===== src/rtl/add_seq_pkg.sv =====
// rtl/add_seq_pkg.sv - shared state encoding and default constants for add_sequencer
package add_seq_pkg;

   typedef enum logic [2:0] {
      IDLE   = 3'd0,
      GET_A  = 3'd1,
      GET_B  = 3'd2,
      SETTLE = 3'd3,
      SHOW   = 3'd4
   } state_t;

   localparam int DEFAULT_SETTLE_CYCLES = 2;
   localparam int DEFAULT_SYNC_STAGES   = 2;
   localparam int CNT_W                 = 4;

endpackage


===== src/rtl/key_press_detect.sv =====
// rtl/key_press_detect.sv - synchroniser chain plus falling-edge pulse for an active-low key
module key_press_detect #(
   parameter int SYNC_STAGES = 2
) (
   input  logic clk,
   input  logic reset,
   input  logic key_n,
   output logic press
);

   logic [SYNC_STAGES-1:0] sync_q;
   logic                   prev_q;

   // Flops reset to 1 so a released button produces no spurious edge.
   always_ff @(posedge clk) begin
      if (reset) begin
         sync_q <= '1;
         prev_q <= 1'b1;
      end else begin
         sync_q <= {sync_q[SYNC_STAGES-2:0], key_n};
         prev_q <= sync_q[SYNC_STAGES-1];
      end
   end

   assign press = prev_q & ~sync_q[SYNC_STAGES-1];

endmodule


===== src/rtl/add_sequencer.sv =====
// rtl/add_sequencer.sv - operand entry / settle / capture sequencer for the ripple adder datapath
// Build option ADD_SEQ_SIGNED_OVF_EN selects two's-complement overflow instead of carry-out.
module add_sequencer
   import add_seq_pkg::*;
#(
   parameter int WIDTH         = 8,
   parameter int SETTLE_CYCLES = DEFAULT_SETTLE_CYCLES,
   parameter int SYNC_STAGES   = DEFAULT_SYNC_STAGES
) (
   input  logic             Clock,
   input  logic             Reset,
   input  logic             enter_n,
   input  logic             chain,
   input  logic [WIDTH-1:0] operand_in,
   input  logic [WIDTH-1:0] sum_in,
   input  logic             cout_in,
   output logic [WIDTH-1:0] op_a,
   output logic [WIDTH-1:0] op_b,
   output logic [WIDTH-1:0] result,
   output logic             overflow,
   output logic             done,
   output logic [2:0]       state_code
);

   state_t             state_q, state_d;
   logic [CNT_W-1:0]   cnt_q, cnt_d;
   logic               press;
   logic               load_a, load_b, chain_a, clear_ops, capture, clear_done;
   logic               ovf_d;

   key_press_detect #(.SYNC_STAGES(SYNC_STAGES)) u_key (
      .clk   (Clock),
      .reset (Reset),
      .key_n (enter_n),
      .press (press)
   );

`ifdef ADD_SEQ_SIGNED_OVF_EN
   assign ovf_d = (op_a[WIDTH-1] == op_b[WIDTH-1]) && (sum_in[WIDTH-1] != op_a[WIDTH-1]);
`else
   assign ovf_d = cout_in;
`endif

   always_ff @(posedge Clock) begin
      if (Reset) begin
         state_q <= IDLE;
         cnt_q   <= '0;
      end else begin
         state_q <= state_d;
         cnt_q   <= cnt_d;
      end
   end

   // Presses outside GET_A/GET_B/SHOW fall through unused, so nothing queues during SETTLE.
   always_comb begin
      state_d    = state_q;
      cnt_d      = cnt_q;
      load_a     = 1'b0;
      load_b     = 1'b0;
      chain_a    = 1'b0;
      clear_ops  = 1'b0;
      capture    = 1'b0;
      clear_done = 1'b0;
      case (state_q)
         IDLE: state_d = GET_A;
         GET_A: begin
            if (press) begin
               load_a  = 1'b1;
               state_d = GET_B;
            end
         end
         GET_B: begin
            if (press) begin
               load_b  = 1'b1;
               cnt_d   = CNT_W'(SETTLE_CYCLES - 1);
               state_d = SETTLE;
            end
         end
         SETTLE: begin
            if (cnt_q == '0) begin
               capture = 1'b1;
               state_d = SHOW;
            end else begin
               cnt_d = cnt_q - 1'b1;
            end
         end
         SHOW: begin
            if (press) begin
               clear_done = 1'b1;
               if (chain) begin
                  chain_a = 1'b1;
                  state_d = GET_B;
               end else begin
                  clear_ops = 1'b1;
                  state_d   = GET_A;
               end
            end
         end
         default: state_d = IDLE;
      endcase
   end

   always_ff @(posedge Clock) begin
      if (Reset) begin
         op_a     <= '0;
         op_b     <= '0;
         result   <= '0;
         overflow <= 1'b0;
         done     <= 1'b0;
      end else begin
         if (load_a)         op_a <= operand_in;
         else if (chain_a)   op_a <= result;
         else if (clear_ops) op_a <= '0;

         if (load_b)         op_b <= operand_in;
         else if (clear_ops) op_b <= '0;

         if (capture) begin
            result   <= sum_in;
            overflow <= ovf_d;
            done     <= 1'b1;
         end else if (clear_done) begin
            done <= 1'b0;
         end
      end
   end

   assign state_code = state_q;

endmodule

===== config.mk =====
export PLATFORM = sky130hd
export DESIGN_NAME = add_sequencer
export DESIGN_NICKNAME = d
export VERILOG_FILES = /design/src/rtl/add_seq_pkg.sv /design/src/rtl/key_press_detect.sv /design/src/rtl/add_sequencer.sv
export SDC_FILE = /design/constraint.sdc
export NUM_CORES = 1
export LEC_CHECK = 0
export CORE_ASPECT_RATIO = 1.1
export CORE_MARGIN = 2
export CORE_UTILIZATION = 44
export CTS_CLUSTER_DIAMETER = 60
export CTS_CLUSTER_SIZE = 25
export DETAILED_ROUTE_END_ITERATION = 16
export PLACE_DENSITY = 0.75
export SYNTH_ARGS = -nofsm -noshare
export SYNTH_HDL_FRONTEND = slang
export SYNTH_SLANG_ARGS = --single-unit

===== constraint.sdc =====
create_clock -name Clock -period 3.1 [get_ports Clock]
set_input_delay 0.31 -clock Clock [delete_from_list [all_inputs] [get_ports Clock]]
set_output_delay 0.31 -clock Clock [all_outputs]
set_load 0.01 [all_outputs]

## Yosys cells after proc, flatten, opt, wreduce, memory -nomap -nowiden

Cells that the tools add are included.

| storage, ports and cells | value |
|---|---|
| word-level logic and storage cells | 56 |
| output and inout bits | 29 |
| register bits | 36 |

| cells by class | value |
|---|---|
| reductions and logical operators | 8 |
| bitwise operators | 2 |
| eq/ne operators | 9 |
| add/sub/neg operators | 1 |
| multiplexer cells | 27 |

Operators by type and width:

| cell | number |
|---|---|
| $mux 8 | 4 |
| $pmux 3 s5 | 1 |
| $mux 1 | 14 |
| $mux 3 | 4 |
| $ne 2x2->1 const B | 5 |
| $mux 4 | 2 |
| $pmux 4 s2 | 1 |
| $eq 3x2->1 const B | 2 |
| $reduce_bool 2->1 | 3 |
| $logic_not 4->1 | 1 |
| $reduce_and 4->1 | 1 |
| $sub 4x1->4 const B | 1 |
| $eq 3x1->1 const B | 1 |
| $eq 3x3->1 const B | 1 |
| $logic_not 3->1 | 1 |
| $reduce_and 3->1 | 1 |
| $reduce_bool 3->1 | 1 |
| $mux 2 | 1 |
| $and 1x1->1 | 1 |
| $not 1->1 | 1 |

## Depth between registers and ports, before layout

Gate-level depths: netlist of the first run.

| depth | value |
|---|---|
| depth in word-level cells | 7 |
| depth in mapped cells | 7 |

## By module

A second synthesis of the first run with hierarchy kept.

| unflattened totals | value |
|---|---|
| cells, all modules | 189 |
| area, all modules | 1674.1 um^2 |

By module, submodules not included:

| module | times used | area an instance (um^2) | cells each |
|---|---|---|---|
| add_sequencer | 1 | 1589.0 | 182 |
| key_press_detect | 1 | 85.1 | 7 |

## Worst setup path after synthesis of the first run

OpenSTA, ideal clock, no wires.

| timing | value |
|---|---|
| path type | register -> register |
| from | register cnt_q[0] |
| to | register result[0] |
| path buffers | 1 |
| setup slack | 1.485 ns |
| arrival time | 1.487 ns |
| setup time | 0.128 ns |
| stages on the path, launching flop included | 8 |
| clock period less this slack | 1.615 ns |
| path through | dfxtp_1 > inv_1 > ha_1 > or3b_1 > nor3_2 > buf_6 > mux2i_1 > nor2_1 |

| between the ends | value |
|---|---|
| word-level cells in the longest chain between the ends | 3 |

RTL lines:

| item | line | source |
|---|---|---|
| start, declared | add_sequencer.sv:26 | `logic [CNT_W-1:0] cnt_q, cnt_d;` |
| start signal, assigned | add_sequencer.sv:50 | `cnt_q <= cnt_d;` |
| $logic_not 4->1 | add_sequencer.sv:80 | `if (cnt_q == '0) begin` |
| $mux 1 | add_sequencer.sv:80 |  |
| $mux 1 | add_sequencer.sv:64 | `case (state_q)` |
| end signal, assigned | add_sequencer.sv:119 | `result <= sum_in;` |
| end, declared | add_sequencer.sv:19 | `output logic [WIDTH-1:0] result,` |

No other way between the ends.
A chain may end at the register's enable or synchronous reset.

## Final worst setup path of the first run

| timing | value |
|---|---|
| from | register state_q[1], in the netlist state_code[1] |
| to | register result[2] |

| between the ends | value |
|---|---|
| word-level cells in the longest chain between the ends | 2 |

RTL lines:

| item | line | source |
|---|---|---|
| start, declared | add_sequencer.sv:25 | `state_t state_q, state_d;` |
| start signal, assigned | add_sequencer.sv:49 | `state_q <= state_d;` |
| $eq 3x2->1 | add_sequencer.sv:64 |  |
| $mux 1 | add_sequencer.sv:64 |  |

No other way between the ends.

==> run_results.csv, run 1 <==
group,metric,value,unit
run_status,status,"completed",
setup_path,worstSetupPathType,"reg2reg",
setup_path,crit_cells,5,
global_route,grt_pass1_wl,6403,um
die,die_area,3993,um^2
global_route,grt.busiest_layer,"met2",
route,routed_wl,3779,um
cts,numCtsBuffers,5,
die,initial_utilization,45.90,%
global_route,grtUsageMet1,25.93,%
cts,cts_sinks,36,
cells_and_area,final_common_cell,"clkdlybuf4s50_1",
global_route,grt_antenna_before_repair,0,
global_route,use_met2,34.24,%
setup_path,reg2reg_depth,5,
timing,finalSetupViolations,0,
cts,worst_skew_pair.late_latency,340,ps
cells_and_area,num_antenna_cells,0,
global_route,grt_max_degree,24,
timing,fin_skew,14.97,ps
setup_path,crit_path_end,"result[2]",
setup_path,rrSetupSlack,940,ps
setup_path,critPathLaunch,"state_code[1]",
power_and_ir_drop,irDropWorstVdd,0.2684,mV
timing,fmax,0.4635,GHz
synth,synth_seq_cells,36,
synth,avgSynthCellArea,9.574,um^2
cells_and_area,nets,231,
cts,cts_resized,0,
power_and_ir_drop,p_total,0.001189,W
timing,min_period,2158,ps
synth,ys_types,37,
route,drt_iter0_drc,46,
setup_path,worstPathMaxFanout,15,
cts,clkSlewWorstSetupHoldPaths,110,ps
cells_and_area,syn_to_final_growth,36.45,%
cts,cts_setup_buffers,0,
timing,rsz0062_at_grt,"no",
setup_path,startpoint_type,"flop",
route,avgViaCountPerCell,5.354,
place,gp_congestion,0.7753,
timing,worst_pin_slew,900.5,ps
synth,synthCells,161,
setup_path,critPathSlowestCell,"dfxtp_1",
setup_path,worstReg2RegStart,"state_code[1]",
timing,hold_viol_final,0,
cts,cts_hold_buf,0,
die,die_x,60.44,um
cells_and_area,final_util,62.63,%
cts,cts_tree,"yes",
run,cap_violations,0,
min_path,hold_path.class,"reg2reg",
setup_path,path_delay_family,"flip-flops",
setup_path,slowest_delay,660,ps
synth,async_reset_ff_share,0,%
cells_and_area,finalNonFillerCells,257,
die,die_y,66.08,um
power_and_ir_drop,leakage,0.7302,nW
die,core,3358,um^2
cts,htreeDepth,2,
synth,ys.flop_type,"dfxtp_1",
timing,slew_headroom,39.41,%
setup_path,arrival,2370,ps
route,vias,1376,
setup_path,worstPathRequired,3320,ps
synth,synth-edff-count,0,
timing,hold_ws,438.1,ps
place,io_buffers,49,
route,routedWlPerCell,14.70,um
global_route,track_usage,21.90,%
place,hpwl,2745,um
global_route,overflow,0,
synth,syn_nets,184,
power_and_ir_drop,p_per_area,565.1,nW/um^2
timing,timing.final.crit_share,69.60,%
die,ioPinCount,50,
timing,maxSlewViolCount,0,
route,ant_nets,0,
place,dp.cells,249,
cts,cts_root_buffer,"clkbuf_4",
cells_and_area,drive_above_1_share,8.612,%
setup_path,path_buf_inv,2,
global_route,grtUsageMet3,9.002,%
global_route,grt_pass1_vias,1360,
synth,ys_warn_count,0,
route,drcViolationCount,0,
setup_path,critPathCaptureType,"flop",
die,rows,22,
synth,syn_area,1541,um^2
setup_path,rr_endpoint,"result[2]",
cells_and_area,final_cell_mix,"clkdlybuf4s50_1 (49), dfxtp_1 (36), nor2_1 (30)",
cells_and_area,nFillCells,310,
synth,ys_seq_area_share,46.75,%
timing,setup-tns-final,0,ps
cts,clockBufferDepth,2,
setup_path,cp_cell_sequence,"inv_1 -> nor3_2 -> buf_4 -> mux2i_1 -> nor2_1",
route,firstDrtPassIters,4,
==> kinds of logic after synthesis <==
kind of cell,after synthesis,synth area share (%)
and+or+nand+nor,61,22.00
DFF,36,46.75
AOI/OAI and AO/OA,34,16.56
buffers and inverters,16,5.519
muxes,9,5.844
xor gates and xnor gates,3,1.705
adders and majority gates,2,1.623
==> worst min path at each step <==
| stage | endpoint | slack, ps | depth (start not counted) | startpoint |
|---|---|---|---|---|
| after global placement | u_key.sync_q[1] | 410 | 1 | u_key.sync_q[0] |
| after global routing | u_key.sync_q[1] | 450 | 1 | u_key.sync_q[0] |
| final | u_key.sync_q[1] | 440 | 1 | u_key.sync_q[0] |
| after CTS | u_key.sync_q[1] | 440 | 1 | u_key.sync_q[0] |
| after floorplan | u_key.sync_q[1] | 390 | 1 | u_key.sync_q[0] |
| after detailed placement | u_key.sync_q[1] | 420 | 1 | u_key.sync_q[0] |
==> state kept, by name (all words and copies together) (netlist names) <==
| signal | cells |
|---|---|
| op_a | 8 |
| u_key.sync_q | 2 |
| cnt_q | 4 |
| result | 8 |
| overflow | 1 |
| u_key.prev_q | 1 |
| state_code | 3 |
| op_b | 8 |
| done | 1 |
==> per-stage QoR <==
stage                     instance area [um^2]  setup slack (ps)
after floorplan                           1541              1485
after global placement                    2041              1070
after detailed placement                  2041             960.1
after CTS                                 2103             944.6
after global routing                      2103             741.8
final                                     2103             942.3
==> synth_stat cells (3+ instances only) <==
master,n,share of area [%]
a311oi_1,3,1.7
inv_1,5,1.2
o21ai_0,5,1.6
a21oi_1,4,1.3
or2_2,3,1.2
a211oi_1,3,1.5
mux2i_1,9,5.8
clkbuf_1,5,1.2
nand2_1,5,1.2
a22oi_1,8,3.9
nor2_1,30,7.3
nor3_1,6,1.9
xor2_1,3,1.7
a222oi_1,5,3.2
dfxtp_1,36,47
==> report_power, final <==
group          switching, W  internal (W)  total [W]
Sequential        0.0000705      0.000505   0.000575
Clock              0.000156      0.000111   0.000267
Combinational      0.000168      0.000178   0.000346
==> layout make-up <==
type	count	area (um^2)	share of cell area [%]
Timing Repair Buffer	51	505.5	24.03
Inverter	5	18.77	0.8923
Clock buffer	7	55.05	2.617
Clock inverter	1	7.507	0.3569
Multi-Input combinational cell	109	735.7	34.98
Tap cell	48	60.06	2.855
Sequential cell	36	720.7	34.27
==> layer usage <==
metal,wire [um],up-vias
met4,45,0
met3,292,6
met5,0,-
met1,1599,645
li1,-,671
met2,1842,54
Power figures use the tool's default switching activity.
==> inputs of run 2 (changes only) <==
--- a/config.mk
+++ b/config.mk
@@ -7,11 +7,11 @@
 export LEC_CHECK = 0
 export CORE_ASPECT_RATIO = 1.1
 export CORE_MARGIN = 2
-export CORE_UTILIZATION = 44
+export CORE_UTILIZATION = 41
 export CTS_CLUSTER_DIAMETER = 60
 export CTS_CLUSTER_SIZE = 25
 export DETAILED_ROUTE_END_ITERATION = 16
-export PLACE_DENSITY = 0.75
+export PLACE_DENSITY = 0.73
 export SYNTH_ARGS = -nofsm -noshare
 export SYNTH_HDL_FRONTEND = slang
 export SYNTH_SLANG_ARGS = --single-unit
==> constraint.sdc (replaced) <==
create_clock -name Clock -period 1.76 [get_ports Clock]
set_input_delay 0.176 -clock Clock [delete_from_list [all_inputs] [get_ports Clock]]
set_output_delay 0.176 -clock Clock [all_outputs]
set_load 0.01 [all_outputs]
==> run_results.csv, run 2 (synthesized netlist as in run 1, its figures left out) <==
group,metric,value,unit
route,routedWlPerCell,15.42,um
global_route,use_met2,35.62,%
die,die_y,68.31,um
global_route,grtUsageMet3,5.921,%
global_route,grt_antenna_before_repair,0,
global_route,grt.busiest_layer,"met2",
cts,clkSlewWorstSetupHoldPaths,70,ps
cells_and_area,final_util,62.59,%
timing,finalSetupViolations,0,
cts,htreeDepth,2,
global_route,grtUsageMet1,23.91,%
route,routed_wl,4163,um
global_route,overflow,0,
route,firstDrtPassIters,4,
cells_and_area,top_regs,"op_a: 8 flops, op_b: 8 flops, result: 8 flops",
cells_and_area,drive_above_1_share,16.36,%
timing,rsz0062_at_grt,"yes",
run_status,status,"completed",
cells_and_area,num_antenna_cells,0,
setup_path,critPathSlowestCell,"or3b_4",
setup_path,critPathCaptureType,"flop",
cts,numCtsBuffers,5,
cts,cts_root_buffer,"clkbuf_8",
route,ant_nets,0,
timing,fmax,0.5754,GHz
global_route,grt_pass1_vias,1476,
timing,worst_pin_slew,448.3,ps
setup_path,cp_cell_sequence,"inv_2 -> ha_4 -> or3b_4 -> nor3_4 -> buf_6 -> mux2i_2 -> nor2_1",
run,cap_violations,0,
global_route,track_usage,20.73,%
timing,timing.final.crit_share,98.74,%
die,core,3626,um^2
timing,hold_ws,417.3,ps
timing,min_period,1738,ps
die,die_x,62.46,um
cells_and_area,syn_to_final_growth,47.24,%
cts,clockBufferDepth,2,
power_and_ir_drop,p_per_area,1026,nW/um^2
setup_path,startpoint_type,"flop",
power_and_ir_drop,leakage,0.8089,nW
power_and_ir_drop,irDropWorstVdd,0.6305,mV
setup_path,worstPathMaxFanout,5,
global_route,grt_max_degree,25,
timing,slew_headroom,70.02,%
place,io_buffers,49,
timing,fin_skew,3.247,ps
timing,hold_viol_final,0,
cts,cts_hold_buf,0,
die,rows,23,
setup_path,worstSetupPathType,"reg2reg",
place,gp_congestion,0.7732,
setup_path,arrival,1920,ps
timing,maxSlewViolCount,0,
route,drt_iter0_drc,104,
cells_and_area,final_cell_mix,"clkdlybuf4s50_1 (49), dfxtp_1 (34), nor2_1 (30)",
route,vias,1427,
route,avgViaCountPerCell,5.285,
setup_path,worstPathRequired,1940,ps
route,drcViolationCount,0,
min_path,hold_path.class,"reg2reg",
cts,cts_tree,"yes",
die,die_area,4267,um^2
die,initial_utilization,42.51,%
cells_and_area,final_common_cell,"clkdlybuf4s50_1",
cts,worst_skew_pair.late_latency,290,ps
place,hpwl,3018,um
setup_path,slowest_delay,410,ps
die,ioPinCount,50,
cts,cts_sinks,36,
global_route,grt_pass1_wl,6824,um
cells_and_area,nets,242,
run 2: cell count changes in the layout (fill, tap and decap cells not counted), sizes merged:
| cell | previous run | this run |
|---|---|---|
| buf | 2 | 13 |
| clkinvlp | 1 | 0 |
| clkbuf | 7 | 8 |
run 2: worst max-delay path, delay by kind of cell (launching register included):
kind	cells	cell delay (ps)
fa+ha+maj	1	110
flops	1	340
simple gates	3	710
buf+inv	2	240
mux	1	220
run 2: final timing paths:
check             startpoint              end  slack, ps  depth (start not counted)
max reg2reg         cnt_q[0]        result[4]         20                          7
max                 cnt_q[0]        result[4]         20                          7
min          u_key.sync_q[0]  u_key.sync_q[1]        420                          1
min reg2reg  u_key.sync_q[0]  u_key.sync_q[1]        420                          1
run 2: routing by layer:
layer	vias to the layer above	routed length (um)
li1	698	-
met5	-	0
met2	45	2071
met4	0	85
met1	676	1792
met3	8	212
run 2: per-stage QoR:
step | total power (W) | cells | instance area, um^2 | worst slack [ps] | TNS (ps)
floorplan | 0.001422 | 161 | 1541 | 145.2 | 0
global placement | 0.001675 | 260 | 2123 | 33.01 | 0
detailed placement | 0.001704 | 260 | 2123 | -35.06 | -93.61
CTS | 0.002305 | 268 | 2213 | 11.97 | 0
global route | 0.002461 | 270 | 2270 | -39.45 | -246.9
finish | 0.002328 | 270 | 2270 | 22.14 | 0
run 2: cell type report:
| cell class | count | area [um^2] |
|---|---|---|
| inverters | 5 | 21.27 |
| flip-flops and latches | 36 | 723.2 |
| repair buffers | 62 | 608.1 |
| multi-input cells | 109 | 764.5 |
| well taps | 50 | 62.56 |
| clock buffers | 8 | 90.09 |
| fillers | 345 | 1356 |
run 2: power breakdown:
group          leakage, nW  internal, W  total, W  switching [W]
Sequential           0.293     0.000890  0.000959      0.0000686
Clock               0.0455     0.000319  0.000598       0.000279
Combinational        0.470     0.000382  0.000771       0.000389
Total                0.809      0.00159   0.00233       0.000737
run 2: what timing repair did:
item	4_1_cts	5_1_grt
setup buffers	0	2
resized for setup	0	13
setup endpoints to repair	0	12
==> inputs of run 3 (changes only) <==
--- a/config.mk
+++ b/config.mk
@@ -11,6 +11,7 @@
 export CTS_CLUSTER_DIAMETER = 60
 export CTS_CLUSTER_SIZE = 25
 export DETAILED_ROUTE_END_ITERATION = 16
+export GPL_ROUTABILITY_DRIVEN = 0
 export PLACE_DENSITY = 0.73
 export SYNTH_ARGS = -nofsm -noshare
 export SYNTH_HDL_FRONTEND = slang
==> results of run 3 <==
The final DEF is identical to that of run 2; final timing and power are the same.
==> edit 1 (settings of run 3) <==
Build with the macro `ADD_SEQ_SIGNED_OVF_EN` defined.
--- a/src/rtl/add_sequencer.sv
+++ b/src/rtl/add_sequencer.sv
@@ -1,4 +1,6 @@
 // rtl/add_sequencer.sv - operand entry / settle / capture sequencer for the ripple adder datapath
 // Build option ADD_SEQ_SIGNED_OVF_EN selects two's-complement overflow instead of carry-out.
+`define ADD_SEQ_SIGNED_OVF_EN
+
 module add_sequencer
    import add_seq_pkg::*;
Behaviour: not the same (a bounded check fails within 10 cycles, from zero or initial values and one cycle with Reset high).
==> edit 1 against run 3 <==
  * Setup slack gained 81 ps
  * Non-clock buffer count shrank 4
  * Critical path depth shrank 6
  * Wire length shrank 0.74%
  * Sequential cell count is the same
  * Area after synthesis grew 7.1%
  * Count of clock-buffer cells in the layout shrank 2
  * Cell count shrank 1.1%
  * Register-to-register slack gained 160 ps
  * Via count grew 4.3%
  * Fmax grew 4.9%
  * Critical path type is now register to output port
  * Critical endpoint is now state_code[2]
  * Cell area shrank 0.61%
Power is not compared: it rests on default switching activity, and its combinational part moved more than twofold at a synthesized area within 25%.
==> edit 1: results (changes against run 3) <==
* Syn avg cell area at 10.0 um2 (+4.5%)
* Worst reg2reg path startpoint: cnt_q[0]$_SDFFE_PP0P_
* Start point of the worst hold path: u_key.sync_q[0]$_SDFF_PP1_
* Arr. time, crit path at 1480 ps (-440 ps)
* First-pass GRT wire length at 6.93 mm (+1.6%)
* Period Utilization, post-route at 94.1% (-4.6 points)
* Maximum single-stage delay on the critical path at 620 ps (+210 ps)
* DR vias at 1488 (+4.3%)
* Capture instance of the worst register-to-register path: cnt_q[0]$_SDFFE_PP0P_
* DPL Wire Length at 3.17 mm (+5.1%)
* Source of the critical timing path: state_code[2]$_SDFFE_PP0P_
* Overall routed net length at 4.13 mm (-0.74%)
* Total number of nets in the final design at 238 (-1.7%)
* Slew at the pin with the worst max-slew slack at 534 ps (+86.0 ps)
* Worst Hold Margin at 417 ps (+0.146 ps)
* Crit-path slowest cell: clkdlybuf4s50_1
* Detailed router's first-iteration violation count at 45 (-57%)
* Area fraction in compound gates after synthesis at 28.6% (+12 points)
* Most used standard cells in the synthesized netlist: dfxtp_1 (36), a21oi_1 (16), nand3_1 (15)
* Cell types with the largest area share after synthesis: dfxtp_1 (44%), a32o_1 (5.5%), a21oi_1 (4.9%), nand3_1 (4.5%), a22o_1 (4.2%)
* Portion of the post-synthesis area used by sequential elements at 43.7% (-3.1 points)
* Vias per cell at 5.57 (+5.4%)
* Post-synth net total at 188 (+2.2%)
* Count of TritonRoute iterations in the first routing pass at 4 (unchanged)
* Clock transition at the register clock pins on the worst setup and hold paths after CTS at 70 ps (about the same)
* Maximum number of pins on one net before global-route repair at 13 (-48%)
* Total cell area at the placement stage at 2180 um2 (+2.6%)
* IO Port Bufs at 48 (-2.0%)
* Status: complete, no violations
* Crit-path leading delay family: buffers and inverters
* Post-synthesis mux area share at 0% (-5.8 points)
* Number of distinct library cell variants in the gate-level netlist after synthesis at 44 (+19%)
* Max Fanout on Critical Path at 12 (+7)
* Clock buffer count from CTS at 5 (unchanged)
* Fin Clk Skew at 4.94 ps (+1.70 ps)
* Asr flop ratio synth at 0% (unchanged)
* Critical Path End: state_code[2]
* Share of synthesized cell area in full adder, half adder and majority cells at 1.52% (-0.11 points)
* Depth of the most critical reg-to-reg path at 5 (-2)
* Total routing resource utilization after global routing at 19.6% (-1.1 points)
* Post-synthesis xor/xnor area fraction at 0.531% (-1.2 points)
[edit 1: cell count changes in the layout (fill, tap and decap cells not counted), moves of 3 or more]
cell and change:
nor2_1 -29, nand3_1 +13, a21oi_1 +12, a32o_1 +9, a22o_1 +8, a22oi_1 -8, mux2i_1 -7, o2bb2ai_1 +7
o21ai_0 +6, a222oi_1 -5, nor3_1 -5, a211oi_1 -3, nor2b_1 +3
[edit 1: per-layer routing]
| metal | track usage (%) | vias up | share of wire, % |
|---|---|---|---|
| met5 | 0 | - | 0 |
| met2 | 33.9 | 53 | 50 |
| met4 | 8.27 | 0 | 2.0 |
| li1 | - | 726 | - |
| met3 | 4.77 | 9 | 6.0 |
| met1 | 23.1 | 700 | 42 |
[edit 1: cell type report]
cell class                 instances  area (um2)
fill                             348        1650
multi-input combinational        111         826
sequential                        36         721
timing repair buffer              58         556
clock buffer                       6        72.6
tap                               52        65.1
inverter                           3        11.3
clock inverter                     1        5.00
==> edit 2 (config.mk and constraints of run 3) <==
Made on the original files. Register the inputs `enter_n`, `chain`, `operand_in` and `cout_in` before use, without a reset. The logic sees them one clock later. The other inputs are not delayed to match.
--- a/src/rtl/add_sequencer.sv
+++ b/src/rtl/add_sequencer.sv
@@ -23,4 +23,16 @@
 );
 
+   logic enter_n_q;
+   logic chain_q;
+   logic [WIDTH-1:0] operand_q;
+   logic cout_q;
+
+   always_ff @(posedge Clock) begin
+      enter_n_q <= enter_n;
+      chain_q   <= chain;
+      operand_q <= operand_in;
+      cout_q    <= cout_in;
+   end
+
    state_t             state_q, state_d;
    logic [CNT_W-1:0]   cnt_q, cnt_d;
@@ -32,5 +44,5 @@
       .clk   (Clock),
       .reset (Reset),
-      .key_n (enter_n),
+      .key_n (enter_n_q),
       .press (press)
    );
@@ -39,5 +51,5 @@
    assign ovf_d = (op_a[WIDTH-1] == op_b[WIDTH-1]) && (sum_in[WIDTH-1] != op_a[WIDTH-1]);
 `else
-   assign ovf_d = cout_in;
+   assign ovf_d = cout_q;
 `endif
 
@@ -88,5 +100,5 @@
             if (press) begin
                clear_done = 1'b1;
-               if (chain) begin
+               if (chain_q) begin
                   chain_a = 1'b1;
                   state_d = GET_B;
@@ -109,9 +121,9 @@
          done     <= 1'b0;
       end else begin
-         if (load_a)         op_a <= operand_in;
+         if (load_a)         op_a <= operand_q;
          else if (chain_a)   op_a <= result;
          else if (clear_ops) op_a <= '0;
 
-         if (load_b)         op_b <= operand_in;
+         if (load_b)         op_b <= operand_q;
          else if (clear_ops) op_b <= '0;
 
Check against the original RTL: not equivalent (a bounded check fails within 4 cycles, from zero or initial values and one cycle with Reset high).
==> edit 2 against run 3 <==
  * Sequential power grew 29%
  * Count of clock-buffer cells in the layout fell by 3
  * Fmax up 7.4%
  * Wire length grew 0.12%
  * Utilization down 5.2 points
  * Global-route usage shrank 4.1 points
  * Cell area increased by 17%
  * Sequential cell count rose by 11
  * Area after synthesis is 26% higher
  * Setup slack improved by 120 ps
  * Via count is 5.7% higher
  * Power grew 16%
  * Critical path type is now register to output port
  * Largest cell class is now registers
  * Largest power group unchanged
==> edit 2: results (changes against run 3) <==
* DPL Wire Length at 3.08 mm (+2.1%)
* Worst slack at placement at 185 ps (+220 ps)
* Worst Hold Margin at 315 ps (-103 ps)
* Routed WL per cell at 13.9 um (-9.9%)
* Start point of the worst hold path: cout_in
* First-pass GRT wire length at 7.11 mm (+4.2%)
* Vias per cell at 5.03 (-4.8%)
* Largest vdd supply drop at 0.577 mV (-8.6%)
* Number of distinct library cell variants in the gate-level netlist after synthesis at 41 (+11%)
* Status: complete, no violations
* Clock transition at the register clock pins on the worst setup and hold paths after CTS at 90 ps (+20 ps)
* Share of cells above drive strength 1 at 12.3% (-4.1 points)
* Capture instance of the worst register-to-register path: op_a[7]$_SDFFE_PP0P_
* Max Fanout on Critical Path at 11 (+6)
* Post-synthesis xor/xnor area fraction at 0.899% (-0.81 points)
* Maximum single-stage delay on the critical path at 610 ps (+200 ps)
* Classification of the worst-slack hold path: primary input to register
* Maximum number of pins on one net before global-route repair at 29 (+16%)
* Detailed router's first-iteration violation count at 79 (-24%)
* Count of filler cells inserted in the layout at 412 (+19%)
* Most used standard cells in the synthesized netlist: dfxtp_1 (47), nand2b_1 (30), nand3_1 (11)
* Crit-path leading delay family: buffers and inverters
* Worst rel slew slack at 76.2% (+6.2 points)
* Portion of the post-synthesis area used by sequential elements at 48.3% (+1.5 points)
* Worst hold endpoint: cout_q$_DFF_P_
* Cell types with the largest area share after synthesis: dfxtp_1 (48%), nand2b_1 (9.6%), mux2i_1 (4.6%), o2bb2ai_1 (3.6%), or3b_1 (3.1%)
* Post-synthesis mux area share at 4.62% (-1.2 points)
* R2R Setup Slk at 170 ps (+150 ps)
-- edit 2: kinds of logic (layout without fill, tap and decap cells) --
family | count (synthesis) | after routing
adders and majority gates | 1 | 1
muxes | 9 | 9
and+or+nand+nor | 71 | 71
buffers and inverters | 19 | 73
xor gates and xnor gates | 2 | 2
DFF | 47 | 47
AOI/OAI and AO/OA | 41 | 41
-- edit 2: worst max path at each step --
| stage | to | startpoint | slack, ps |
|---|---|---|---|
| after floorplan | op_b[0]$_SDFFE_PP0P_ | state_code[2]$_SDFFE_PP0P_ | 360 |
| after global placement | op_b[4]$_SDFFE_PP0P_ | state_code[1]$_SDFFE_PP0P_ | 220 |
| after detailed placement | op_b[5]$_SDFFE_PP0P_ | state_code[1]$_SDFFE_PP0P_ | 190 |
| after CTS | state_code[1] | state_code[1]$_SDFFE_PP0P_ | 20 |
| after global routing | op_a[7]$_SDFFE_PP0P_ | state_code[2]$_SDFFE_PP0P_ | 50 |
| final | state_code[2] | state_code[2]$_SDFFE_PP0P_ | 140 |
-- edit 2: cell type report --
cell class	instances	share of cell area, %
multi-input cells	124	34.5
clock buffers	5	2.60
clock inverters	3	2.55
well taps	56	2.64
flip-flops and latches	47	35.6
repair buffers	59	21.3
inverters	6	0.849
-- edit 2: what timing repair did --
action | in CTS | in global routing
gates resized for setup | 1 | 1
pin swaps | 0 | 0
setup endpoints to repair | 1 | 1
-- edit 2: routing by layer --
layer	vias up	wire [um]	global-route usage [%]
met2	38	1940	26.4
met5	-	0	0
met1	679	1960	22.2
li1	785	-	-
met3	7	204	4.10
met4	0	59	5.19
-- edit 2: through the flow --
stage	instance area, um2	cells	power, mW
2_1_floorplan	1950	190	1.57
3_3_place_gp	2510	292	1.78
3_5_place_dp	2510	292	1.79
4_1_cts	2650	300	2.72
5_1_grt	2650	300	2.82
6_report	2650	300	2.69
-- edit 2: power breakdown --
group | total (mW) | internal, mW | switching (mW)
sequential | 1.24 | 1.14 | 0.104
combinational | 0.531 | 0.310 | 0.221
clock | 0.924 | 0.566 | 0.358
